$ cat src/rtl/keypad_pkg.sv
`default_nettype none
// ============================================================================
//  Module      : keypad_pkg
//  Description : Shared encodings for the keypad scanner and encoder stages.
//  Revision    : 1.0
// ============================================================================
package keypad_pkg;

    typedef logic [1:0] estado_t;

    localparam estado_t BARRIDO    = 2'd0;
    localparam estado_t REBOTE_P   = 2'd1;
    localparam estado_t PRESIONADA = 2'd2;
    localparam estado_t REBOTE_L   = 2'd3;

    localparam logic [3:0] TECLA_DEFECTO = 4'b0011;
    localparam logic [3:0] COL_IDLE      = 4'b1111;

    // Lowest-index active-low row wins when several keys share a column.
    function automatic logic [1:0] fila_mas_baja(input logic [3:0] filas_s);
        logic [1:0] r;
        r = 2'd0;
        for (int i = 3; i >= 0; i--) begin
            if (!filas_s[i]) r = 2'(i);
        end
        return r;
    endfunction

    function automatic logic [3:0] col_drive_n(input logic [1:0] col);
        return COL_IDLE & ~(4'b0001 << col);
    endfunction

endpackage
`default_nettype wire

$ cat src/rtl/sincronizador_2ff.sv
`default_nettype none
// ============================================================================
//  Module      : sincronizador_2ff
//  Description : Two-flop synchronizer, resets to all ones (idle pull-ups).
//  Revision    : 1.0
// ============================================================================
module sincronizador_2ff #(
    parameter int WIDTH = 4
) (
    input  logic             clk,
    input  logic             rst_n,
    input  logic [WIDTH-1:0] d,
    output logic [WIDTH-1:0] q
);

    logic [WIDTH-1:0] r_meta;
    logic [WIDTH-1:0] r_sync;

    always_ff @(posedge clk or negedge rst_n) begin
        if (!rst_n) begin
            r_meta <= '1;
            r_sync <= '1;
        end else begin
            r_meta <= d;
            r_sync <= r_meta;
        end
    end

    assign q = r_sync;

endmodule
`default_nettype wire

$ cat src/rtl/escaner_teclado.sv
`default_nettype none
// ============================================================================
//  Module      : escaner_teclado
//  Description : 4x4 keypad column scanner with press/release debounce.
//  Revision    : 1.0
// ============================================================================
module escaner_teclado
    import keypad_pkg::*;
#(
    parameter int SCAN_DIV        = 4000,
    parameter int DEBOUNCE_CYCLES = 200000
) (
    input  logic       clk,
    input  logic       rst_n,
    input  logic [3:0] filas_n_in,
    output logic [3:0] columnas_n_out,
    output logic [1:0] filas_out,
    output logic [1:0] columnas_out,
    output logic       hold,
    output logic       tecla_pulso
);

    localparam int DW = $clog2(SCAN_DIV);
    localparam int BW = $clog2(DEBOUNCE_CYCLES);

    localparam logic [DW-1:0] c_dwell_fin = DW'(SCAN_DIV - 1);
    localparam logic [BW-1:0] c_deb_fin   = BW'(DEBOUNCE_CYCLES - 1);

    logic [3:0]    w_filas_s;
    logic          w_alguna;
    logic          w_fila_libre;

    estado_t       r_estado;
    logic [1:0]    r_col;
    logic [1:0]    r_fila;
    logic [DW-1:0] r_dwell;
    logic [BW-1:0] r_deb;
    logic [3:0]    r_columnas_n;
    logic [1:0]    r_filas_out;
    logic [1:0]    r_columnas_out;
    logic          r_hold;
    logic          r_pulso;

    sincronizador_2ff #(
        .WIDTH (4)
    ) u_sync_filas (
        .clk   (clk),
        .rst_n (rst_n),
        .d     (filas_n_in),
        .q     (w_filas_s)
    );

    assign w_alguna     = ~&w_filas_s;
    assign w_fila_libre = w_filas_s[r_fila];

    always_ff @(posedge clk or negedge rst_n) begin
        if (!rst_n) begin
            r_estado       <= BARRIDO;
            r_col          <= 2'd0;
            r_fila         <= 2'd0;
            r_dwell        <= '0;
            r_deb          <= '0;
            r_columnas_n   <= 4'b1110;
            r_filas_out    <= 2'd0;
            r_columnas_out <= 2'd0;
            r_hold         <= 1'b0;
            r_pulso        <= 1'b0;
        end else begin
            r_pulso <= 1'b0;
            case (r_estado)
                BARRIDO: begin
                    if (r_dwell == c_dwell_fin) begin
                        r_dwell <= '0;
                        if (w_alguna) begin
                            // Column stays driven while the candidate key is debounced.
                            r_fila   <= fila_mas_baja(w_filas_s);
                            r_deb    <= '0;
                            r_estado <= REBOTE_P;
                        end else begin
                            r_col        <= r_col + 2'd1;
                            r_columnas_n <= col_drive_n(r_col + 2'd1);
                        end
                    end else begin
                        r_dwell <= r_dwell + DW'(1);
                    end
                end
                REBOTE_P: begin
                    if (w_fila_libre) begin
                        r_deb        <= '0;
                        r_dwell      <= '0;
                        r_col        <= r_col + 2'd1;
                        r_columnas_n <= col_drive_n(r_col + 2'd1);
                        r_estado     <= BARRIDO;
                    end else if (r_deb == c_deb_fin) begin
                        r_deb          <= '0;
                        r_filas_out    <= r_fila;
                        r_columnas_out <= r_col;
                        r_hold         <= 1'b1;
                        r_pulso        <= 1'b1;
                        r_estado       <= PRESIONADA;
                    end else begin
                        r_deb <= r_deb + BW'(1);
                    end
                end
                PRESIONADA: begin
                    if (w_fila_libre) begin
                        r_deb    <= '0;
                        r_estado <= REBOTE_L;
                    end
                end
                REBOTE_L: begin
                    if (!w_fila_libre) begin
                        r_deb    <= '0;
                        r_estado <= PRESIONADA;
                    end else if (r_deb == c_deb_fin) begin
                        r_deb        <= '0;
                        r_dwell      <= '0;
                        r_hold       <= 1'b0;
                        r_col        <= r_col + 2'd1;
                        r_columnas_n <= col_drive_n(r_col + 2'd1);
                        r_estado     <= BARRIDO;
                    end else begin
                        r_deb <= r_deb + BW'(1);
                    end
                end
                default: r_estado <= BARRIDO;
            endcase
        end
    end

    assign columnas_n_out = r_columnas_n;
    assign filas_out      = r_filas_out;
    assign columnas_out   = r_columnas_out;
    assign hold           = r_hold;
    assign tecla_pulso    = r_pulso;

endmodule
`default_nettype wire

$ cat config.mk
export PLATFORM = sky130hd
export DESIGN_NAME = escaner_teclado
export DESIGN_NICKNAME = d
export VERILOG_FILES = /design/src/rtl/keypad_pkg.sv /design/src/rtl/sincronizador_2ff.sv /design/src/rtl/escaner_teclado.sv
export SDC_FILE = /design/constraint.sdc
export NUM_CORES = 1
export LEC_CHECK = 0
export CORE_ASPECT_RATIO = 2
export CORE_UTILIZATION = 45
export DETAILED_ROUTE_END_ITERATION = 7
export HOLD_SLACK_MARGIN = 0.15
export PLACE_DENSITY = 0.66
export SLEW_MARGIN = 0
export SYNTH_ARGS = -nofsm -noshare
export SYNTH_HDL_FRONTEND = slang
export SYNTH_SLANG_ARGS = --single-unit
$ cat constraint.sdc
create_clock -name clk -period 5.95 [get_ports clk]
set_clock_uncertainty 0.05 [all_clocks]
set_input_delay 0.595 -clock clk [delete_from_list [all_inputs] [get_ports clk]]
set_output_delay 0.595 -clock clk [all_outputs]
set_load 0.05 [all_outputs]
# Word level (Yosys, flattened, before mapping)
# Index checks and enable logic that the tools add are counted.
[word_totals]
register_bits = 54
in_bits = 6
out_inout_bits = 10
word_cells = 93
[classes]
n_addsub = 3
magnitude_cmp = 1
eq_ne = 16
shifts = 1
muxes = 46
n_bitwise = 3
n_reduce_logical = 11
[ops]
columns = ["operator", "n"]
rows = [
  ["$mux W18", 6],
  ["$pmux W18 S4", 1],
  ["$mux W12", 4],
  ["$pmux W12 S3", 1],
  ["$mux W2", 16],
  ["$mux W4", 5],
  ["$add A18 B1 Y18 const B", 1],
  ["$eq A18 B18 Y1 const B", 1],
  ["$ne A2 B2 Y1 const B", 9],
  ["$add A12 B1 Y12 const B", 1],
  ["$eq A12 B12 Y1 const B", 1],
  ["$pmux W4 S3", 1],
  ["$reduce_and A5 Y1", 2],
  ["$reduce_and A3 Y1", 3],
  ["$mux W1", 8],
  ["$pmux W2 S4", 1],
  ["$reduce_and A4 Y1", 2],
  ["$ne A3 B3 Y1 const B", 2],
  ["$pmux W2 S3", 1],
  ["$reduce_and A6 Y1", 1],
  ["$eq A2 B2 Y1 const B", 2],
  ["$not A4 Y4", 1],
  ["$shl A1 B2 Y4 const A", 1],
  ["$lt A2 B3 Y1 const B", 1],
  ["other kinds (8)", 9],
]

# Depth between registers and ports, before layout
# Gate-level depths: netlist of run 1.
[depth]
word_depth = 6
mapped_depth = 7
ltp_nobuf = 6

# By module
# A second synthesis of run 1 with hierarchy kept.
[hier_totals]
cells_unflattened = 265
hier_area_um2 = 2760.1
[modules_own_cells]
columns = ["mod", "n_inst", "cells_each", "area_each_um2", "seq_area_each_um2"]
rows = [
  ["escaner_teclado", 1, 257, 2549.9, 1154.9],
  ["sincronizador_2ff", 1, 8, 210.2, 210.2],
]

# Worst setup path before layout of run 1
# OpenSTA, ideal clock, no wires.
[synth_timing]
path_type = "register -> register"
start = "reg r_deb[9]"
end = "reg r_col[1]"
setup_time_ps = 125
arrival_time_ps = 2048
setup_slack_ps = 3727
stages_incl_launch_ff = 6
path_cell_list = "dfrtp_1 or4b_1 and4bb_4 a21oi_2 o31ai_4 mux2_4"
[synth_via]
elab_chain_len = 3
[synth_rtl]
columns = ["item", "line", "text"]
rows = [
  ["start, declared", "escaner_teclado.sv:37", "logic [BW-1:0] r_deb;"],
  ["start signal, assigned", "escaner_teclado.sv:102", "r_deb <= r_deb + BW'(1);"],
  ["start signal, assigned", "escaner_teclado.sv:123", "r_deb <= r_deb + BW'(1);"],
  ["$eq A18 B18 Y1", "escaner_teclado.sv:115", "end else if (r_deb == c_deb_fin) begin"],
  ["$ne A2 B2 Y1 (no source line)", "n/a", ""],
  ["$reduce_and A6 Y1 (no source line)", "n/a", ""],
  ["end signal, assigned", "escaner_teclado.sv:80", "r_col <= r_col + 2'd1;"],
  ["end signal, assigned", "escaner_teclado.sv:91", "r_col <= r_col + 2'd1;"],
  ["end signal, assigned", "escaner_teclado.sv:119", "r_col <= r_col + 2'd1;"],
  ["end, declared", "escaner_teclado.sv:34", "logic [1:0] r_col;"],
]
# No other way between the ends.
# A chain may end at the register's enable or synchronous reset.

# Worst setup path in the final report of run 1
[layout_timing]
start = "reg r_dwell[0]"
end = "reg r_col[1]"
[layout_via]
elab_chain_len = 3
[layout_rtl]
columns = ["item", "line", "text"]
rows = [
  ["start, declared", "escaner_teclado.sv:36", "logic [DW-1:0] r_dwell;"],
  ["start signal, assigned", "escaner_teclado.sv:84", "r_dwell <= r_dwell + DW'(1);"],
  ["$eq A12 B12 Y1", "escaner_teclado.sv:72", "if (r_dwell == c_dwell_fin) begin"],
  ["$ne A2 B2 Y1 (no source line)", "n/a", ""],
  ["$reduce_and A6 Y1 (no source line)", "n/a", ""],
]
# No other way between the ends.

==> qor.csv, run 1 <==
metric,value,unit
Synth Flop Type,dfrtp_1,
diode count,0,
PwrDens,227,nW/µm²
R2R Setup Slk,3.55,ns
most used routing layer,met2,
Final Setup Violations,0,
nets,296,
number of global-route vias before repair,2045,
hold depth,0,
"Net Count, Synth",276,
Crit path largest cell delay,0.61,ns
Die Y,111,µm
Initial Util,0.464,
CP Cell Sequence,ha_1 -> nand3_1 -> nor3_1 -> nand3_1 -> o31ai_4 -> mux2_4,
Reg2Reg Depth,6,
instance count of the mapped netlist,264,
RSZ-0062 raised after global routing,false,
CP max-delay cell,nor3_1,
post-synthesis mux area share,0.0538,
post-CTS setup buffer count,0,
mapped cell area,2650,µm²
Post-Synth XOR/XNOR Area,0.0165,
Die W,56.3,µm
share of cells above drive strength 1,0.119,
WS Path Type,flop to flop,
Crit path required time,6.09,ns
GPL Wtd Cong,0.807,
Compound-Gate Fraction of Synth Area,0.168,
wire length per cell,16.3,µm
leak pwr,1.25,nW
Slew HR,0.496,
routed vias,2030,
Final Hold Vio Count,0,
Hold Path Sink,u_sync_filas.q[1],
sequential area share after synthesis,0.515,
synth warn,0,
core area,5710,µm²
Max Clk Rate,0.417,GHz
clk slew on worst S/H paths,0.07,ns
final setup TNS,0,ns
met2 Use GR,0.356,
die area,6220,µm²
minimum clock period,2.40,ns
initial antenna violation count,0,
Final Max Tran Viols,0,
num rows,39,
Worst Hold Slack,0.306,ns
CP Max Fanout,8,
outcome,"finished, final reports clean",
Post-synth EDFFs,0,
Num CTS Buffers,5,
reg2reg end,r_col[1],
Post-Synth Adder-Cell Area,0.0283,
DP HPWL,3990,µm
Synth Register Bits,54,
vias per inst,5.87,
Post-Route WL,5630,µm
Total GRT Usage,0.197,
largest family of logic cells by synthesized area,simple AND/OR/NAND/NOR gates,
clock tree buffer depth,2,
DRT Pass-1 Iters,4,
# resized after CTS,0,
CTS Hold Bufs,0,
Setup crit start kind,flop,
grt total ovfl,0,
Worst Path Buf+Inv,0,
Critical R2R Launch,r_dwell[0],
P&R area growth vs syn,14.1,%
peak supply drop,0.312,mV
Worst setup EP type,flop,
Root Buffer,clkbuf_16,
Slew @ Worst Pin,0.750,ns
port buffer count,15,
CP top delay family,simple AND/OR/NAND/NOR gates,
# H-tree levels,2,
DR iter-0 viols,82,
largest net degree at the start of global routing,55,
DR DRC count,0,
# IOs,16,
M1 GR Usage,0.218,
Cell variety after synth,45,
"Clk Latency, worst-skew pair",0.30,ns
Synth Area per Inst,10.0,µm²
fraction of registers with async set/reset,1.00,
hold_sp,u_sync_filas.r_meta[1],
Design Power,687,µW
GR Layer Usage met3,0.0351,
Util after Layout,0.529,
period utilization,0.403,
Hold Path Class,flop to flop,
Post-DRT Antenna Nets,0,
CP most frequent cell,nand3_1,
CTS tree,built,
CP arrival,2.54,ns
first-pass GRT wire length,9540,µm
CTS Sinks,54,
Synth Area in Simple Gates,0.185,
fill cell count,534,
max capacitance violation total,0,
-- cells in the mapped netlist, types with 4 or more instances --
cell / instances / area [µm²]
nand4_1: 7 / 43.8
and3_1: 4 / 25.0
nand3_1: 17 / 85.1
nor3_1: 7 / 35.0
mux2i_1: 6 / 60.1
a31oi_1: 16 / 100
mux2_2: 4 / 45.0
nand2_1: 24 / 90.1
o21ai_0: 17 / 85.1
inv_1: 17 / 63.8
dfstp_2: 11 / 289
nor2_1: 19 / 71.3
ha_1: 6 / 75.1
a21oi_1: 15 / 75.1
dfrtp_1: 43 / 1080
nand2b_1: 5 / 31.3
-- through the flow --
stage                     cells  area (µm²)  worst slack [ns]
after floorplan             264        2650              3.73
after global placement      338        2870              3.62
after detailed placement    338        2870              3.56
after CTS                   346        3020              3.55
after global routing        346        3020              3.32
final                       346        3020              3.55
-- cell usage in the layout, fill, tap and decap left out, drive strengths merged, types with 4 or more instances in the layout --
master	n
ha	6
mux2i	6
nand2b	5
dfstp	11
inv	18
nand4	7
nand2	24
buf	4
o31ai	4
dfrtp	43
a21oi	17
nor3	7
and3	4
clkbuf	5
o21ai	17
nor2	19
a31oi	16
mux2	5
nand3	17
clkdlybuf4s50	14
-- flip-flops by register name, summed over array words and instances, names as in the netlist, named ones only --
| register | cells |
|---|---|
| columnas_n_out | 4 |
| r_estado | 1 |
| r_fila | 2 |
| filas_out | 2 |
| tecla_pulso | 1 |
| r_col | 2 |
| u_sync_filas.q | 4 |
| hold | 1 |
| r_deb | 18 |
| u_sync_filas.r_meta | 4 |
| columnas_out | 2 |
| r_dwell | 12 |
-- worst register-to-register path, cell delays in order (launching register included) --
cell     delay, ns
dfrtp_1       0.40
ha_1          0.25
nand3_1       0.16
nor3_1        0.61
nand3_1       0.28
o31ai_4       0.21
mux2_4        0.34
-- area by class of cell --
| class | instances | area [µm²] | area share |
|---|---|---|---|
| Clock inverter | 3 | 25.0 | 0.00828 |
| Inverter | 18 | 67.6 | 0.0224 |
| Multi-Input combinational cell | 187 | 1200 | 0.396 |
| Tap cell | 61 | 76.3 | 0.0252 |
| Clock buffer | 5 | 125 | 0.0414 |
| Sequential cell | 54 | 1370 | 0.452 |
| Timing Repair Buffer | 18 | 168 | 0.0555 |
-- kinds of logic after synthesis --
logic type	after synthesis
muxes	12
DFF	54
AOI/OAI and AO/OA	68
adders and majority gates	6
xor gates and xnor gates	5
buffers and inverters	23
and+or+nand+nor	96
-- layer usage --
layer | part of all wire | vias to the layer above
li1 | - | 1001
met1 | 0.40 | 993
met2 | 0.56 | 30
met3 | 0.023 | 6
met4 | 0.019 | 0
met5 | 0 | -
-- worst max path at each step --
stage                from               to  slack (ns)  cells after the start
6_report       r_dwell[0]         r_col[1]        3.55                      6
5_1_grt          r_deb[0]       r_dwell[3]        3.32                      6
4_1_cts        r_dwell[0]         r_col[1]        3.55                      6
3_5_place_dp     r_deb[9]     filas_out[0]        3.56                      5
3_3_place_gp     r_deb[9]  columnas_out[1]        3.62                      5
2_1_floorplan    r_deb[9]         r_col[1]        3.73                      5
-- report_power, final --
group | leakage [nW] | internal (mW) | switching [mW]
registers | 0.702 | 0.372 | 0.00181
logic | 0.481 | 0.00427 | 0.00918
clock network | 0.0704 | 0.158 | 0.141
total | 1.25 | 0.535 | 0.152
Power figures use the tool's default switching activity.
==> run 2: changes to the inputs <==
clock period = 2.35 ns   (was 5.95 ns; I/O delays follow)
==> qor.csv, run 2 (synthesized netlist as in run 1, its figures left out) <==
metric,value,unit,change
logic gate share of total power,0.021,,was 0.020
die area,6220,µm²,unchanged
Worst Path Buf+Inv,1,,was 0
Final Hold Vio Count,0,,unchanged
Switching Fraction,0.202,,was 0.222
Biggest register,r_deb,,unchanged
largest net degree at the start of global routing,36,,was 55
CP top delay family,simple AND/OR/NAND/NOR gates,,unchanged
num rows,39,,unchanged
CP max-delay cell,or4b_1,,was nor3_1
Regs by FF count,"r_deb (18), r_dwell (12)",,unchanged
final setup TNS,0,ns,unchanged
Worst setup EP type,flop,,unchanged
peak supply drop,0.540,mV,was 0.312 mV
CP Max Fanout,4,,was 8
first-pass GRT wire length,9670,µm,was 9540 µm
Root Buffer,clkbuf_16,,unchanged
DR iter-0 viols,59,,was 82
P&R area growth vs syn,17.9,%,was 14.1%
initial antenna violation count,0,,unchanged
WS Path Type,flop to flop,,unchanged
nets,308,,was 296
# H-tree levels,2,,unchanged
clk slew on worst S/H paths,0.07,ns,about the same
dpl cells,349,,was 338
max capacitance violation total,0,,unchanged
DRT Pass-1 Iters,4,,unchanged
Slew HR,0.584,,was 0.496
Finished Layout Cells,358,,was 346
core area,5710,µm²,unchanged
Setup crit start kind,flop,,unchanged
DP HPWL,4190,µm,was 3990 µm
leak pwr,1.32,nW,was 1.25 nW
period utilization,0.943,,was 0.403
Die W,56.3,µm,unchanged
outcome,"finished, final reports clean",,unchanged
diode count,0,,unchanged
clock tree buffer depth,2,,unchanged
"commonest non-fill, non-tap cells in the layout","dfrtp_1 (43), nand2_1 (24), nor2_1 (19)",,unchanged
CP Cell Sequence,or4b_1 -> and4bb_4 -> nand3_1 -> nor2_1 -> buf_4 -> mux2_2,,was ha_1 -> nand3_1 -> nor3_1 -> nand3_1 -> o31ai_4 -> mux2_4
Num CTS Buffers,5,,unchanged
Hold Path Class,input port to flop,,was flop to flop
Final Setup Violations,0,,unchanged
RSZ-0062 raised after global routing,false,,unchanged
Internal,1.38,mW,was 535 µW
grt total ovfl,0,,unchanged
Final Worst Setup Slack,0.133,ns,was 3.55 ns
number of global-route vias before repair,2076,,was 2045
PwrDens,553,nW/µm²,was 227 nW/µm²
Crit path required time,2.48,ns,was 6.09 ns
vias per inst,5.86,,was 5.87
Die Y,111,µm,unchanged
CP arrival,2.35,ns,was 2.54 ns
Worst Hold Slack,0.294,ns,was 0.306 ns
# IOs,16,,unchanged
Crit path largest cell delay,0.55,ns,was 0.61 ns
wire length per cell,16.2,µm,was 16.3 µm
CTS tree,built,,unchanged
GPL Wtd Cong,0.856,,was 0.807
CTS Sinks,54,,unchanged
proportion of power drawn by flip-flops and latches,0.548,,was 0.544
"commonest non-fill, non-tap cell in the layout",dfrtp_1,,unchanged
DR DRC count,0,,unchanged
total net switching power,350,µW,was 152 µW
Post-DRT Antenna Nets,0,,unchanged
Total GRT Usage,0.200,,was 0.197
port buffer count,15,,unchanged
Clk network pwr share,0.431,,was 0.436
routed vias,2098,,was 2030
minimum clock period,2.22,ns,was 2.40 ns
Post-Route WL,5800,µm,was 5630 µm
Max Clk Rate,0.451,GHz,was 0.417 GHz
Final Max Tran Viols,0,,unchanged
post-CTS setup buffer count,0,,unchanged
Design Power,1.73,mW,was 687 µW
Initial Util,0.464,,unchanged
Slew @ Worst Pin,0.619,ns,was 0.750 ns
dpl ws,0.119,ns,was 3.56 ns
"Clk Latency, worst-skew pair",0.29,ns,was 0.30 ns
number of flip-flops in the largest register,18,,unchanged
share of cells above drive strength 1,0.148,,was 0.119
run 2: changes by cell type in the layout (fill, tap and decap cells not counted):
cell / previous run / this run
clkinv_4: 1 / 0
buf_12: 0 / 1
clkbuf_8: 0 / 1
inv_6: 1 / 0
dlygate4sd3_1: 0 / 1
clkinv_2: 0 / 1
clkinvlp_4: 1 / 0
buf_4: 3 / 13
clkbuf_1: 0 / 1
run 2: per-stage QoR:
stage               utilization  instance area, µm²
floorplan                     -                2650
global placement          0.520                2970
detailed placement        0.520                2970
CTS                       0.547                3130
global route              0.547                3130
finish                    0.547                3130
run 2: path summary, 6_finish.rpt:
kind | from | end | slack, ns | cells after the start
min in group asynchronous | rst_n | r_dwell[7] | 0.39 | 3
max | r_deb[7] | columnas_out[0] | 0.13 | 6
min | filas_n_in[1] | u_sync_filas.r_meta[1] | 0.29 | 1
min reg2reg | u_sync_filas.r_meta[2] | u_sync_filas.q[2] | 0.31 | 0
max reg2reg | r_deb[7] | columnas_out[0] | 0.13 | 6
max in group asynchronous | rst_n | u_sync_filas.r_meta[0] | 1.43 | 3
run 2: worst reg2reg max path, cell delays in order (launching register included):
cell	delay, ns
dfrtp_1	0.40
or4b_1	0.55
and4bb_4	0.36
nand3_1	0.08
nor2_1	0.19
buf_4	0.16
mux2_2	0.32
run 2: power groups by stage:
stage | Clock [mW] | Sequential (mW) | Combinational, mW
floorplan | 0 | 0.962 | 0.00712
global placement | 0 | 0.963 | 0.0368
detailed placement | 0 | 0.964 | 0.0377
CTS | 0.772 | 0.946 | 0.0392
global route | 0.802 | 0.947 | 0.0429
finish | 0.745 | 0.947 | 0.0369
run 2: timing repair:
action                                 4_1_cts  5_1_grt
endpoints found under the hold margin       46        0
setup endpoints to repair                    0        0
resized for setup                            0        0
hold buffers                                 1        0
run 2: routing by layer:
| layer | vias up | wire length [µm] | global-route usage |
|---|---|---|---|
| li1 | 1026 | - | - |
| met1 | 1034 | 2260 | 0.205 |
| met2 | 27 | 3320 | 0.376 |
| met3 | 11 | 93 | 0.0398 |
| met4 | 0 | 127 | 0.0846 |
| met5 | - | 0 | 0 |
run 2: cell type report:
class	count	area [µm²]
clock buffers	7	143
clock inverters	1	5.00
fillers	534	2580
inverters	18	67.6
multi-input cells	187	1200
flip-flops and latches	54	1370
well taps	61	76.3
repair buffers	30	273
==> run 3: changes to the inputs <==
ABC_CLOCK_PERIOD_IN_PS = 2350   (was unset)
==> results of run 3 <==
Same layout as run 2: the final DEF is identical, and so are final timing and power.
